**src/rtl/cpu_pipe_pkg.sv**
```systemverilog
`default_nettype none
// +----------------------------------------------------------------------------+
// | Package : cpu_pipe_pkg                                                     |
// | Shared constants and the Memory/Writeback slot layout for the 16-bit CPU.  |
// | Revision: 1.0  initial parametrised release                                |
// +----------------------------------------------------------------------------+
package cpu_pipe_pkg;

  localparam logic WBS_ALU = 1'b1;
  localparam logic WBS_MEM = 1'b0;

  localparam int unsigned DEFAULT_DATA_W  = 16;
  localparam int unsigned DEFAULT_RADDR_W = 4;

  // valid is the MSB so stage registers can clear it without knowing the layout
  typedef struct packed {
    logic                       valid;
    logic                       regwrite;
    logic                       wbs;
    logic [DEFAULT_RADDR_W-1:0] rd;
    logic [DEFAULT_DATA_W-1:0]  mem_data;
    logic [DEFAULT_DATA_W-1:0]  alu_result;
  } wb_slot_t;

endpackage
`default_nettype wire

```
**src/rtl/mux_2.sv**
```systemverilog
`default_nettype none
// +----------------------------------------------------------------------------+
// | Module  : mux_2                                                            |
// | Generic two-input multiplexer: y = sel ? d1 : d0.                          |
// | Revision: 1.0  initial release                                             |
// +----------------------------------------------------------------------------+
module mux_2 #(
  parameter int unsigned W = 16
) (
  input  logic         sel,
  input  logic [W-1:0] d0,
  input  logic [W-1:0] d1,
  output logic [W-1:0] y
);

  assign y = sel ? d1 : d0;

endmodule
`default_nettype wire

```
**src/rtl/wb_slot_reg.sv**
```systemverilog
`default_nettype none
// +----------------------------------------------------------------------------+
// | Module  : wb_slot_reg                                                      |
// | One Memory/Writeback stage register with stall, flush and async reset.     |
// | Revision: 1.0  initial release                                             |
// +----------------------------------------------------------------------------+
module wb_slot_reg
  import cpu_pipe_pkg::*;
#(
  parameter type SLOT_T = wb_slot_t
) (
  input  logic  clk,
  input  logic  rst_n,
  input  logic  stall_i,
  input  logic  flush_i,
  input  SLOT_T slot_i,
  output SLOT_T slot_o
);

  localparam int unsigned C_SLOT_W = $bits(SLOT_T);

  SLOT_T r_slot;

  // Flush drops only the valid bit (MSB); payload is held for the mux.
  always_ff @(posedge clk or negedge rst_n) begin
    if (!rst_n) begin
      r_slot <= '0;
    end else if (flush_i) begin
      r_slot <= {1'b0, r_slot[C_SLOT_W-2:0]};
    end else if (!stall_i) begin
      r_slot <= slot_i;
    end
  end

  assign slot_o = r_slot;

endmodule
`default_nettype wire

```
**src/rtl/mem_wb_pipe.sv**
```systemverilog
`default_nettype none
// +----------------------------------------------------------------------------+
// | Module  : mem_wb_pipe                                                      |
// | WB_DEPTH-stage Memory->Writeback pipe with registered writeback select,    |
// | stall/flush, youngest-first forwarding lookup. Optional retire counter     |
// | enabled by defining RETIRE_CNT_EN.                                         |
// | Revision: 1.0  initial parametrised release                                |
// +----------------------------------------------------------------------------+
module mem_wb_pipe
  import cpu_pipe_pkg::*;
#(
  parameter int unsigned DATA_W   = DEFAULT_DATA_W,
  parameter int unsigned RADDR_W  = DEFAULT_RADDR_W,
  parameter int unsigned WB_DEPTH = 1
) (
  input  logic               clk,
  input  logic               rst_n,
  input  logic               stall_i,
  input  logic               flush_i,
  input  logic               valid_m,
  input  logic               wbs_m,
  input  logic               regwrite_m,
  input  logic [RADDR_W-1:0] rd_m,
  input  logic [DATA_W-1:0]  mem_data_m,
  input  logic [DATA_W-1:0]  alu_result_m,
  input  logic [RADDR_W-1:0] src_rd_i,
  output logic               valid_w,
  output logic               regwrite_w,
  output logic [RADDR_W-1:0] rd_w,
  output logic [DATA_W-1:0]  wb_data_w,
  output logic               fwd_hit_o,
  output logic [DATA_W-1:0]  fwd_data_o,
  output logic [31:0]        retired_o
);

  typedef struct packed {
    logic               valid;
    logic               regwrite;
    logic               wbs;
    logic [RADDR_W-1:0] rd;
    logic [DATA_W-1:0]  mem_data;
    logic [DATA_W-1:0]  alu_result;
  } slot_t;

  localparam int unsigned C_LAST = WB_DEPTH - 1;

  if (WB_DEPTH < 1 || WB_DEPTH > 4) begin : g_bad_depth
    $error("mem_wb_pipe: WB_DEPTH must be within 1..4");
  end

  if (WBS_ALU == WBS_MEM) begin : g_bad_wbs
    $error("mem_wb_pipe: WBS_ALU and WBS_MEM must differ");
  end

  slot_t             w_stage_d  [WB_DEPTH];
  slot_t             w_stage_q  [WB_DEPTH];
  logic [DATA_W-1:0] w_sel_data [WB_DEPTH];

  for (genvar k = 0; k < WB_DEPTH; k++) begin : g_stage
    if (k == 0) begin : g_head
      assign w_stage_d[k] = {valid_m, regwrite_m, wbs_m, rd_m, mem_data_m, alu_result_m};
    end else begin : g_tail
      assign w_stage_d[k] = w_stage_q[k-1];
    end

    wb_slot_reg #(
      .SLOT_T (slot_t)
    ) u_slot (
      .clk     (clk),
      .rst_n   (rst_n),
      .stall_i (stall_i),
      .flush_i (flush_i),
      .slot_i  (w_stage_d[k]),
      .slot_o  (w_stage_q[k])
    );

    // Per-stage select feeds both writeback and forwarding.
    mux_2 #(
      .W (DATA_W)
    ) u_sel (
      .sel (w_stage_q[k].wbs == WBS_ALU),
      .d0  (w_stage_q[k].mem_data),
      .d1  (w_stage_q[k].alu_result),
      .y   (w_sel_data[k])
    );
  end

  assign valid_w    = w_stage_q[C_LAST].valid;
  assign regwrite_w = w_stage_q[C_LAST].valid & w_stage_q[C_LAST].regwrite;
  assign rd_w       = w_stage_q[C_LAST].rd;
  assign wb_data_w  = w_sel_data[C_LAST];

  // Walk oldest to youngest so the youngest match is the one left standing.
  always_comb begin
    fwd_hit_o  = 1'b0;
    fwd_data_o = '0;
    for (int k = WB_DEPTH - 1; k >= 0; k--) begin
      if (w_stage_q[k].valid && w_stage_q[k].regwrite && (w_stage_q[k].rd == src_rd_i)) begin
        fwd_hit_o  = 1'b1;
        fwd_data_o = w_sel_data[k];
      end
    end
  end

`ifdef RETIRE_CNT_EN
  logic [31:0] r_retired;

  always_ff @(posedge clk or negedge rst_n) begin
    if (!rst_n) begin
      r_retired <= '0;
    end else if (regwrite_w && !stall_i) begin
      r_retired <= r_retired + 32'd1;
    end
  end

  assign retired_o = r_retired;
`else
  assign retired_o = '0;
`endif

endmodule
`default_nettype wire

```
**config.mk**
```make
export PLATFORM = sky130hd
export DESIGN_NAME = mem_wb_pipe
export DESIGN_NICKNAME = d
export VERILOG_FILES = /design/src/rtl/cpu_pipe_pkg.sv /design/src/rtl/mux_2.sv /design/src/rtl/wb_slot_reg.sv /design/src/rtl/mem_wb_pipe.sv
export SDC_FILE = /design/constraint.sdc
export NUM_CORES = 1
export LEC_CHECK = 0
export BUFFER_PORTS_ARGS = -buffer_cell sky130_fd_sc_hd__buf_2
export CAP_MARGIN = 20
export CELL_PAD_IN_SITES_DETAIL_PLACEMENT = 1
export CELL_PAD_IN_SITES_GLOBAL_PLACEMENT = 2
export CORE_MARGIN = 4
export CORE_UTILIZATION = 28
export DETAILED_ROUTE_END_ITERATION = 10
export GPL_ROUTABILITY_DRIVEN = 0
export HOLD_SLACK_MARGIN = 0.08
export PLACE_DENSITY_LB_ADDON = 0.1
export SLEW_MARGIN = 20
export SYNTH_ARGS = -nofsm -noshare
export SYNTH_HDL_FRONTEND = slang
export SYNTH_HIERARCHICAL = 1
export SYNTH_SLANG_ARGS = --single-unit
```
**constraint.sdc**
```tcl
create_clock -name clk -period 1.76 [get_ports clk]
set_clock_uncertainty 0.1 [all_clocks]
set_input_delay 0.176 -clock clk [delete_from_list [all_inputs] [get_ports clk]]
set_output_delay 0.176 -clock clk [all_outputs]
set_load 0.02 [all_outputs]
```
Word level (Yosys, flattened, before mapping)
Index checks and enable logic that the tools add are counted.
{"block": "classes", "addsub": 0, "n_mul": 0, "div": 0, "n_lt_le_gt_ge": 0, "eq_ne": 2, "shift": 0, "muxes": 5, "bitwise": 3, "n_reduce_logical": 3}
{"cell": "2-to-1 mux 39 bit", "n": 2}
{"cell": "2-to-1 mux 16 bit", "n": 2}
{"cell": "equality test 4 bit", "n": 1}
{"cell": "logical AND 1 bit", "n": 2}
{"cell": "!= test 2 x 1 -> 1 bit, second input constant", "n": 1}
{"cell": "inverter 1 bit", "n": 2}
{"cell": "AND reduction 2 bit", "n": 1}
{"cell": "bitwise AND 1 bit", "n": 1}
{"cell": "2-to-1 mux 1 bit", "n": 1}
{"block": "word_totals", "regBits": 39, "latchBits": 0, "mem_bits_rw": 0, "romBits": 0, "in_bits": 47, "out_inout_bits": 71, "word_cells": 19, "n_memories": 0}

Longest topological paths before layout
Gate-level depths: netlist (run 1).
{"block": "logic_depth", "word_depth": 3, "depth_mapped": 5, "mapped_depth_nobuf": 3}

By module
Netlist (run 1), hierarchy kept.
{"module": "wb_slot_reg", "n_inst": 1, "cells_each": 84, "area_per_inst_um2": 1557.7, "seq_area_each_um2": 975.9}
{"module": "mem_wb_pipe", "n_inst": 1, "cells_each": 77, "area_per_inst_um2": 540.5, "seq_area_each_um2": 0.0}
{"module": "mux_2", "n_inst": 1, "cells_each": 18, "area_per_inst_um2": 249.0, "seq_area_each_um2": 0.0}

Least setup slack after synthesis (run 1)
No wires, ideal clock.
{"block": "synth_timing", "kind": "reg-to-output", "from": "register g_stage[0].u_slot.r_slot (netlist bit g_stage[0].u_slot/slot_o[32])", "to": "output port fwd_data_o[0]", "t_arrival_ps": 1522, "required_time_ps": 1484, "slack_ps": -38, "path_stages_with_launch": 5, "path_buffers": 1, "cell_sequence": "dfrtp_1 xor2_1 a221o_1 buf_6 nor3_1"}
{"block": "synth_via", "elab_chain_cells": 3}
{"item": "from (decl)", "line_no": "wb_slot_reg.sv:22", "text": "SLOT_T r_slot;"}
{"item": "from (signal assigned)", "line_no": "wb_slot_reg.sv:29", "text": "r_slot <= {1'b0, r_slot[C_SLOT_W-2:0]};"}
{"item": "from (signal assigned)", "line_no": "wb_slot_reg.sv:31", "text": "r_slot <= slot_i;"}
{"item": "equality test 4 bit", "line_no": "mem_wb_pipe.sv:98", "text": "if (w_stage_q[k].valid && w_stage_q[k].regwrite && (w_stage_q[k].rd == src_rd_i)) begin"}
{"item": "logical AND 1 bit", "line_no": "mem_wb_pipe.sv:98"}
{"item": "2-to-1 mux 16 bit", "line_no": "mem_wb_pipe.sv:98"}
{"item": "to (decl)", "line_no": "mem_wb_pipe.sv:32", "text": "output logic [DATA_W-1:0] fwd_data_o,"}
No other way between the ends.

Worst setup path in the final report (run 1)
{"block": "layout_timing", "from": "register g_stage[0].u_slot.r_slot (netlist bit g_stage[0].u_slot/slot_o[32])", "to": "output port fwd_data_o[3]"}
Same word-level chain as after synthesis.

==> metrics.md, run 1 <==
| Metric | Value |
|---|---|
| DR WL/cell | ~14 um |
| CTS buffer count | 5 |
| Worst VDD drop | around 0.00042 V |
| Xor and xnor area share after synthesis | less than 1% |
| Starting DRC count in detailed routing | 9 |
| Avg Cell Area, Syn | 13.11 um^2 |
| Worst setup margin | -0.1779 ns |
| Synth Cell Area | 0.002347 mm^2 |
| N_diodes | 0 |
| Leakage | about 1.7 nW |
| Most frequent cells in the layout | 70 x buf_2, 41 x dlygate4sd3_1, 39 x dfrtp_1 |
| Hold violation total from the final report | 0 |
| Ports | 118 |
| FF-to-FF path depth | 3 |
| DR vias/cell | about 4.0 |
| Post-Synth Simple-Gate Area | 6.716% |
| Commonest non-fill, non-tap cell in the layout | buf_2 |
| GRT Overall Usage | between 10% and 20% |
| Crit Path Category | flip-flop to output pin |
| Netlist cell types | 20 |
| Place WS | roughly 0.1 ns |
| GRT overflow | 0 |
| Core Area | between 0.008 and 0.009 mm^2 |
| Starting Density | roughly 29% |
| Share of layout cells above drive strength 1 | between 50% and 60% |
| Die extent in y | between 90 and 100 um |
| Critical path arrival | 1.66 ns |
| Compound-gate portion of the synthesized area | 1.066% |
| Routed Antenna Nets | 0 |
| Clock slew at reported path FFs | 0.08 ns |
| Pwr Density | approximately 850 mW/mm^2 |
| Crit path capture type | output pin |
| Worst skew pair latency | 0.29 ns |
| Setup tns final | -2.364 ns |
| Via count | 1675 |
| Post-synthesis adder-cell area fraction | 0% |
| Num rows | 33 |
| Drt drc | 0 |
| Tmin final | about 1.9 ns |
| Antenna violations before repair | 0 |
| Crit Reg-Reg Endpoint | g_stage[0].u_slot/slot_o[38] |
| TritonRoute pass-1 iters | 4 |
| #FFs+latches synth | 39 |
| Synthesis-to-finish area growth | 44.40% |
| Worst Path Required | approximately 1.5 ns |
| Max_cap viols | 0 |
| Port Buffers | 85 |
| Post-DP HPWL | between 4000 and 5000 um |
| Vias in the first global route | roughly 1900 |
| Core Util, Final | roughly 41% |
| Status | complete, but fails checks |
| Reg-to-reg startpoint | g_stage[0].u_slot/slot_o[38] |
| Layout filler cell count | 906 |
| RSZ-0062 raised after global routing | yes |
| YS warnings | 6 |
| Largest family of logic cells by synthesized area | multiplexers |
| Placed cell count | 365 |
| Final Cycle Share | 110.1% |
| Worst-case clock buffer depth | 2 |
| Fmax | between 500 and 600 MHz |
| CTS sink cnt | 39 |
| First-pass GRT wire length | just under 10000 um |
| Die area | 0.009912 mm^2 |
| Mux share of post-synthesis cell area | a little under a third |
| Max-slew violation count | 0 |
| H-tree Lvls | 2 |
| Kind of start point of the critical path | flip-flop |
| Chip Width | around 100 um |
| CTS tree | done |
| CP Launch Point | g_stage[0].u_slot/slot_o[32] |
| HP Class | input pin to async pin |
| Crit-path max FO | 17 |
| Setup-failing EPs final | 17 |
| CTS Root Cell | clkbuf_8 |
| Largest register FFs | 39 |
| Largest net degree at the start of global routing | 39 |
| Sequential area share after synthesis | 41.58% |
| Flop-to-flop setup slack | slightly below 0.4 ns |
| Post-route insts no fill | 415 |
| Mapped Cells | 179 |
| Drt total wl | roughly 6000 um |
| Violated checks | negative setup slack |
| Nets | about 360 |
cell type report:
type,instances,area [um^2],share of cell area [%]
Inverter,18,67.56,1.993
Tap cell,105,131.4,3.876
Clock buffer,6,82.58,2.436
Multi-Input combinational cell,112,1102,32.52
Timing Repair Buffer,133,994.7,29.35
Clock inverter,2,35.03,1.034
Sequential cell,39,975.9,28.79
layer usage:
layer,vias to the layer above,GRT usage (%),routed length (um)
met5,-,0,0
met4,0,3.466,55
met3,5,3.156,398
met2,66,21.49,3017
met1,814,15.20,2497
li1,790,-,-
cell usage after synthesis:
master	count	area, um^2
conb_1	1	3.750
mux2i_1	1	10.01
nor3_4	1	16.27
nor2_1	2	7.510
inv_1	18	67.56
buf_4	34	255.2
buf_6	3	33.78
nor3_1	7	35.03
o2111ai_2	1	15.01
and2_1	1	6.260
nor3_2	8	80.08
nor2_2	1	6.260
mux2_4	30	450.4
mux2_2	24	270.3
dfrtp_1	39	975.9
buf_12	4	80.08
nand2b_1	1	6.260
xor2_1	1	8.760
a221o_1	1	10.01
xnor2_1	1	8.760
how the worst max path moves through the flow:
stage,to,slack (ns),cells past startpoint
floorplan,fwd_data_o[0],-0.04,4
global placement,fwd_data_o[12],0.12,5
detailed placement,fwd_data_o[2],0.10,5
CTS,fwd_data_o[3],-0.21,5
global route,fwd_data_o[0],-0.25,5
finish,fwd_data_o[3],-0.18,5
power breakdown:
part           internal (mW)  switching (mW)  total [mW]
clock network          0.459           0.331       0.791
registers               1.03          0.0742        1.10
logic                  0.488           0.515        1.00
cell families after synthesis:
kind of cell / after synthesis
muxes: 55
AOI/OAI and AO/OA: 2
DFF: 39
other: 1
buffers and inverters: 59
xor gates and xnor gates: 2
and+or+nand+nor: 21
critical path, cell delays in order (launching register included):
cell	delay, ns
dfrtp_1	0.39
xor2_1	0.14
a221o_1	0.30
buf_12	0.18
nor3_2	0.19
buf_4	0.17
through the flow:
step                      hold WS (ns)  instance area (um^2)  power (mW)
after floorplan                -0.2196                  2479       1.852
after global placement         0.04623                  2766       2.035
after detailed placement       0.04890                  2766       2.040
after CTS                       0.2592                  3338       2.931
after global routing            0.2757                  3390       3.069
final                           0.2488                  3390       2.894
timing repair:
item,CTS,global route
setup buffers,1,0
hold buffers,41,0
hold endpoints to repair,68,0
pin swaps,0,0
setup endpoints to repair,17,18
gates resized for setup,13,13
No activity file was read; power rests on OpenSTA's default activity.
==> run 2: changes to the inputs <==
--- a/config.mk
+++ b/config.mk
@@ -11,6 +11,7 @@
 export CELL_PAD_IN_SITES_GLOBAL_PLACEMENT = 2
 export CORE_MARGIN = 4
 export CORE_UTILIZATION = 28
+export CTS_CLUSTER_SIZE = 24
 export DETAILED_ROUTE_END_ITERATION = 10
 export GPL_ROUTABILITY_DRIVEN = 0
 export HOLD_SLACK_MARGIN = 0.08
==> constraint.sdc (replaced) <==
create_clock -name clk -period 1.76 [get_ports clk]
set_clock_uncertainty 0.1 [all_clocks]
set_input_delay 0 -clock clk [delete_from_list [all_inputs] [get_ports clk]]
set_output_delay 0 -clock clk [all_outputs]
set_load 0.02 [all_outputs]
==> metrics.md, run 2 (same netlist as run 1, synthesis figures left out) <==
| Metric | Value |
|---|---|
| CTS sink cnt | 39 |
| Starting Density | 28.71% |
| Fmax | between 500 and 600 MHz |
| Share of layout cells above drive strength 1 | 56.60% |
| Final Cycle Share | 104.3% |
| Commonest non-fill, non-tap cell in the layout | buf_2 |
| TritonRoute pass-1 iters | 2 |
| Most frequent cells in the layout | 71 x buf_2, 41 x dlygate4sd3_1, 38 x dfrtp_1 |
| Max_cap viols | 0 |
| Crit path capture type | output pin |
| Violated checks | negative setup slack |
| Max-slew violation count | 0 |
| Chip Width | around 100 um |
| Worst setup margin | -0.07531 ns |
| Vias in the first global route | 1900 |
| Status | complete, but fails checks |
| Crit Path Category | flip-flop to output pin |
| Worst path cell trace | xor2_1 -> a221o_2 -> buf_6 -> nor3_2 -> buf_4 |
| Ports | 118 |
| Place WS | 0.1332 ns |
| Worst Path Required | 1.66 ns |
| Via count | ~1700 |
| Crit-path leading delay family | flip-flops |
| H-tree Lvls | 2 |
| Worst skew pair latency | a little under 0.3 ns |
| Hold violation total from the final report | 0 |
| GRT overflow | 0 |
| Largest register FFs | 39 |
| Worst-case clock buffer depth | 2 |
| Crit-path max FO | 6 |
| First-pass GRT wire length | between 9000 and 10000 um |
| N_diodes | 0 |
| Post-DP HPWL | ~4200 um |
| CTS buffer count | 5 |
| Setup-failing EPs final | 12 |
| Synthesis-to-finish area growth | 47.81% |
| Buffers & Inverters on Critical Path | 2 |
| Largest net degree at the start of global routing | 39 |
| CTS Root Cell | clkbuf_8 |
| Core Util, Final | 42.44% |
| Starting DRC count in detailed routing | 18 |
| Drt drc | 0 |
| Num rows | 33 |
| Core Area | slightly above 0.008 mm^2 |
| Clock slew at reported path FFs | 0.08 ns |
| Placed cell count | 366 |
| GRT Overall Usage | about 13% |
| Worst VDD drop | ~0.00035 V |
| Die extent in y | ~100 um |
| RSZ-0062 raised after global routing | yes |
| Pwr Density | approximately 850 mW/mm^2 |
| DR WL/cell | roughly 15 um |
| Routed Antenna Nets | 0 |
| Port Buffers | 85 |
| DR vias/cell | between 4 and 5 |
| Slowest cell on crit path | dfrtp_1 |
| Post-route insts no fill | between 400 and 500 |
| Drt total wl | 6238 um |
| HP Class | input pin to async pin |
| Die area | between 0.009 and 0.01 mm^2 |
| Antenna violations before repair | 0 |
| CTS tree | done |
| Kind of start point of the critical path | flip-flop |
| Nets | approximately 360 |
| Leakage | ~1.7 nW |
| Maximum cell stage delay along the critical path | slightly below 0.4 ns |
| Critical path arrival | ~1.7 ns |
| Tmin final | roughly 1.8 ns |
## run 2: cell types whose count changed in the layout (fill, tap and decap cells not counted), moves of 2 or more
cell    delta
buf_4      +3
buf_12     -2
nor3_1     +2
nor3_2     -3
buf_6      +3
## run 2: cell type report
class / count / area, um^2
Clock buffer: 6 / 82.58
Clock inverter: 2 / 35.03
Fill cell: 915 / 4706
Inverter: 18 / 67.56
Multi-Input combinational cell: 114 / 1145
Sequential cell: 39 / 977.2
Tap cell: 105 / 131.4
Timing Repair Buffer: 139 / 1031
## run 2: worst register-to-register path, stage by stage, from the launching register on
cell and delay (ns):
dfrtp_1 0.40, mux2i_1 0.15, nor2_1 0.05, dlygate4sd3_1 0.54
## run 2: metal layers
layer / routed length, um / GRT usage (%) / up-vias
met1: 2501 / 14.50 / 844
met4: 53 / 2.836 / 0
li1: - / - / 811
met3: 389 / 3.226 / 5
met2: 3293 / 23.45 / 60
met5: 0 / 0 / -
## run 2: timing repair
item | 4_1_cts | 5_1_grt
setup buffers | 2 | 4
setup endpoints to repair | 17 | 17
hold endpoints to repair | 78 | 0
pin swaps | 1 | 5
gates cloned | 2 | 0
gates resized for setup | 21 | 16
hold buffers | 41 | 0
## run 2: power breakdown
group          internal (mW)  switching (mW)  leakage (nW)
Clock                  0.459           0.324        0.0612
Combinational          0.516           0.531          1.22
Sequential              1.03          0.0827         0.458
## run 2: path summary, 6_finish.rpt
check	start	to	slack (ns)	cells past startpoint
hold / removal	rst_n	g_stage[0].u_slot/slot_o[1]	0.10	2
max in group asynchronous	rst_n	g_stage[0].u_slot/slot_o[35]	0.96	3
hold reg to reg	g_stage[0].u_slot/slot_o[16]	g_stage[0].u_slot/slot_o[16]	0.41	1
setup reg to reg	g_stage[0].u_slot/slot_o[38]	g_stage[0].u_slot/slot_o[38]	0.41	3
setup / recovery	g_stage[0].u_slot/slot_o[32]	fwd_data_o[8]	-0.08	5
min in group clk	stall_i	g_stage[0].u_slot/slot_o[32]	0.21	4
## run 2: per-stage QoR
step | TNS [ns] | power (mW) | instance area [um^2] | hold slack, ns
2_1_floorplan | 0 | 1.843 | 2464 | -0.3956
3_3_place_gp | 0 | 2.014 | 2734 | -0.09769
3_5_place_dp | 0 | 2.020 | 2734 | -0.1009
4_1_cts | -0.7321 | 2.946 | 3374 | 0.1187
5_1_grt | -1.495 | 3.119 | 3470 | 0.1547
6_report | -0.4521 | 2.939 | 3470 | 0.1031
==> run 3: changes to the inputs <==
--- a/config.mk
+++ b/config.mk
@@ -14,6 +14,7 @@
 export CTS_CLUSTER_SIZE = 24
 export DETAILED_ROUTE_END_ITERATION = 10
 export GPL_ROUTABILITY_DRIVEN = 0
+export GPL_TIMING_DRIVEN = 0
 export HOLD_SLACK_MARGIN = 0.08
 export PLACE_DENSITY_LB_ADDON = 0.1
 export SLEW_MARGIN = 20
==> metrics.md, run 3 (same netlist as run 1, synthesis figures left out) <==
| Metric | Value |
|---|---|
| Core Area | between 0.008 and 0.009 mm^2 |
| HP Class | input pin to flip-flop |
| GRT overflow | 0 |
| Worst VDD drop | 0.0002596 V |
| Crit Path Category | flip-flop to output pin |
| Die extent in y | 99.56 um |
| Hold violation total from the final report | 0 |
| Antenna violations before repair | 0 |
| Place WS | around 0.13 ns |
| Status | complete, but fails checks |
| Tot Pwr | ~2.9 mW |
| CTS buffer count | 5 |
| Ports | approximately 120 |
| Clock slew at reported path FFs | ~0.07 ns |
| Pwr Density | approximately 800 mW/mm^2 |
| Final Cycle Share | 103.6% |
| GRT Overall Usage | 12.60% |
| Max-slew violation count | 0 |
| Drt drc | 0 |
| Num rows | 33 |
| Via count | ~1800 |
| Tmin final | roughly 1.8 ns |
| CTS Root Cell | clkbuf_8 |
| Post-DP HPWL | around 4500 um |
| Layout filler cell count | 924 |
| Share of layout cells above drive strength 1 | 58.21% |
| Area of the multi-input gates | between 0.001 and 0.0015 mm^2 |
| Starting DRC count in detailed routing | 24 |
| Worst setup margin | -0.06403 ns |
| Flop-to-flop setup slack | around 0.42 ns |
| RSZ-0062 raised after global routing | yes |
| Placed cell count | 400 |
| DR WL/cell | 13.56 um |
| Setup-failing EPs final | 9 |
| Reg-to-reg startpoint | g_stage[0].u_slot/slot_o[38] |
| Worst-case clock buffer depth | 2 |
| Max_cap viols | 0 |
| Fmax | roughly 550 MHz |
| Starting Density | about 29% |
| CTS tree | done |
| Hold path cells | 4 |
| Worst slew pin tran | 0.8942 ns |
| Routed Antenna Nets | 0 |
| Violated checks | negative setup slack |
| FF-to-FF path depth | 3 |
| Largest net degree at the start of global routing | 40 |
| Max transition margin | around two fifths |
| Register area | 975.9 um^2 |
| Crit-path max FO | 10 |
| Vias in the first global route | 1955 |
| Most frequent cells in the layout | 73 x buf_2, 43 x buf_4, 41 x dlygate4sd3_1 |
| Crit path capture type | output pin |
| Chip Width | approximately 100 um |
| Hold WS | ~0.16 ns |
| Worst skew pair latency | just under 0.3 ns |
| Largest register FFs | 39 |
| CTS sink cnt | 39 |
| Synthesis-to-finish area growth | 55.76% |
| Critical path arrival | between 1.5 and 2 ns |
| N_diodes | 0 |
| TritonRoute pass-1 iters | 4 |
| Post-route insts no fill | 452 |
| Die area | around 0.01 mm^2 |
| Leakage | between 1.5 and 2 nW |
| Nets | between 300 and 400 |
| Commonest non-fill, non-tap cell in the layout | buf_2 |
| Drt total wl | 6127 um |
| Worst Path Required | approximately 1.7 ns |
| First-pass GRT wire length | ~10000 um |
| Kind of start point of the critical path | flip-flop |
| Crit Reg-Reg Endpoint | g_stage[0].u_slot/slot_o[38] |
| H-tree Lvls | 2 |
| HP Start | stall_i |
| Port Buffers | 85 |
| Hold EP | g_stage[0].u_slot/slot_o[33] |
| DR vias/cell | about 4 |
[run 3: cell types whose count changed in the layout (fill, tap and decap cells not counted), sizes merged]
cell | before | now
a221o | 2 | 1
clkinv | 1 | 0
buf | 98 | 129
clkbuf | 6 | 8
o2111ai | 2 | 1
bufinv | 1 | 0
[run 3: layout make-up]
type,count,share of cell area (%)
Buffer,41,10.10
Clock buffer,8,2.738
Inverter,18,1.848
Multi-Input combinational cell,112,30.12
Sequential cell,39,26.69
Tap cell,105,3.593
Timing Repair Buffer,129,24.91
[run 3: critical path, stage by stage (launching register included)]
cell     delay [ns]
dfrtp_1        0.40
xor2_1         0.15
a221o_1        0.27
buf_6          0.15
buf_12         0.15
nor3_4         0.18
buf_6          0.14
[run 3: metal layers]
layer / global-route usage [%] / vias to the layer above / part of all wire, %
met5: 0 / - / 0
met4: 4.412 / 0 / 1.3
met3: 2.454 / 8 / 5.6
met2: 22.88 / 61 / 53
met1: 14.70 / 862 / 40
li1: - / 862 / -
[run 3: worst max path at each step]
stage | slack [ns] | end | startpoint
after detailed placement | 0.13 | fwd_data_o[12] | g_stage[0].u_slot/slot_o[34]
final | -0.06 | fwd_data_o[11] | g_stage[0].u_slot/slot_o[32]
after CTS | -0.09 | fwd_data_o[12] | g_stage[0].u_slot/slot_o[32]
after global placement | 0.12 | fwd_data_o[13] | g_stage[0].u_slot/slot_o[34]
after floorplan | 0.14 | fwd_data_o[0] | g_stage[0].u_slot/slot_o[32]
after global routing | -0.13 | fwd_data_o[11] | g_stage[0].u_slot/slot_o[32]
[run 3: repair_timing]
action | 4_1_cts | 5_1_grt
gates resized for setup | 14 | 11
pin swaps | 1 | 0
setup endpoints to repair | 17 | 17
setup buffers | 3 | 0
hold buffers | 41 | 0
endpoints found under the hold margin | 78 | 0
[run 3: metrics by stage]
| step | instance area (um^2) | setup TNS, ns | util (%) |
|---|---|---|---|
| final | 3656 | -0.4685 | 44.72 |
| after global routing | 3656 | -1.483 | 44.72 |
| after global placement | 3020 | 0 | 36.95 |
| after detailed placement | 3020 | 0 | 36.95 |
| after floorplan | 2464 | 0 | - |
| after CTS | 3603 | -0.6938 | 44.08 |
[run 3: power by group]
part,switching (mW),internal (mW),total [mW],leakage [nW]
clock network,0.314,0.358,0.672,0.0515
logic,0.526,0.557,1.08,1.39
registers,0.0793,1.03,1.11,0.459
total,0.920,1.94,2.86,1.90
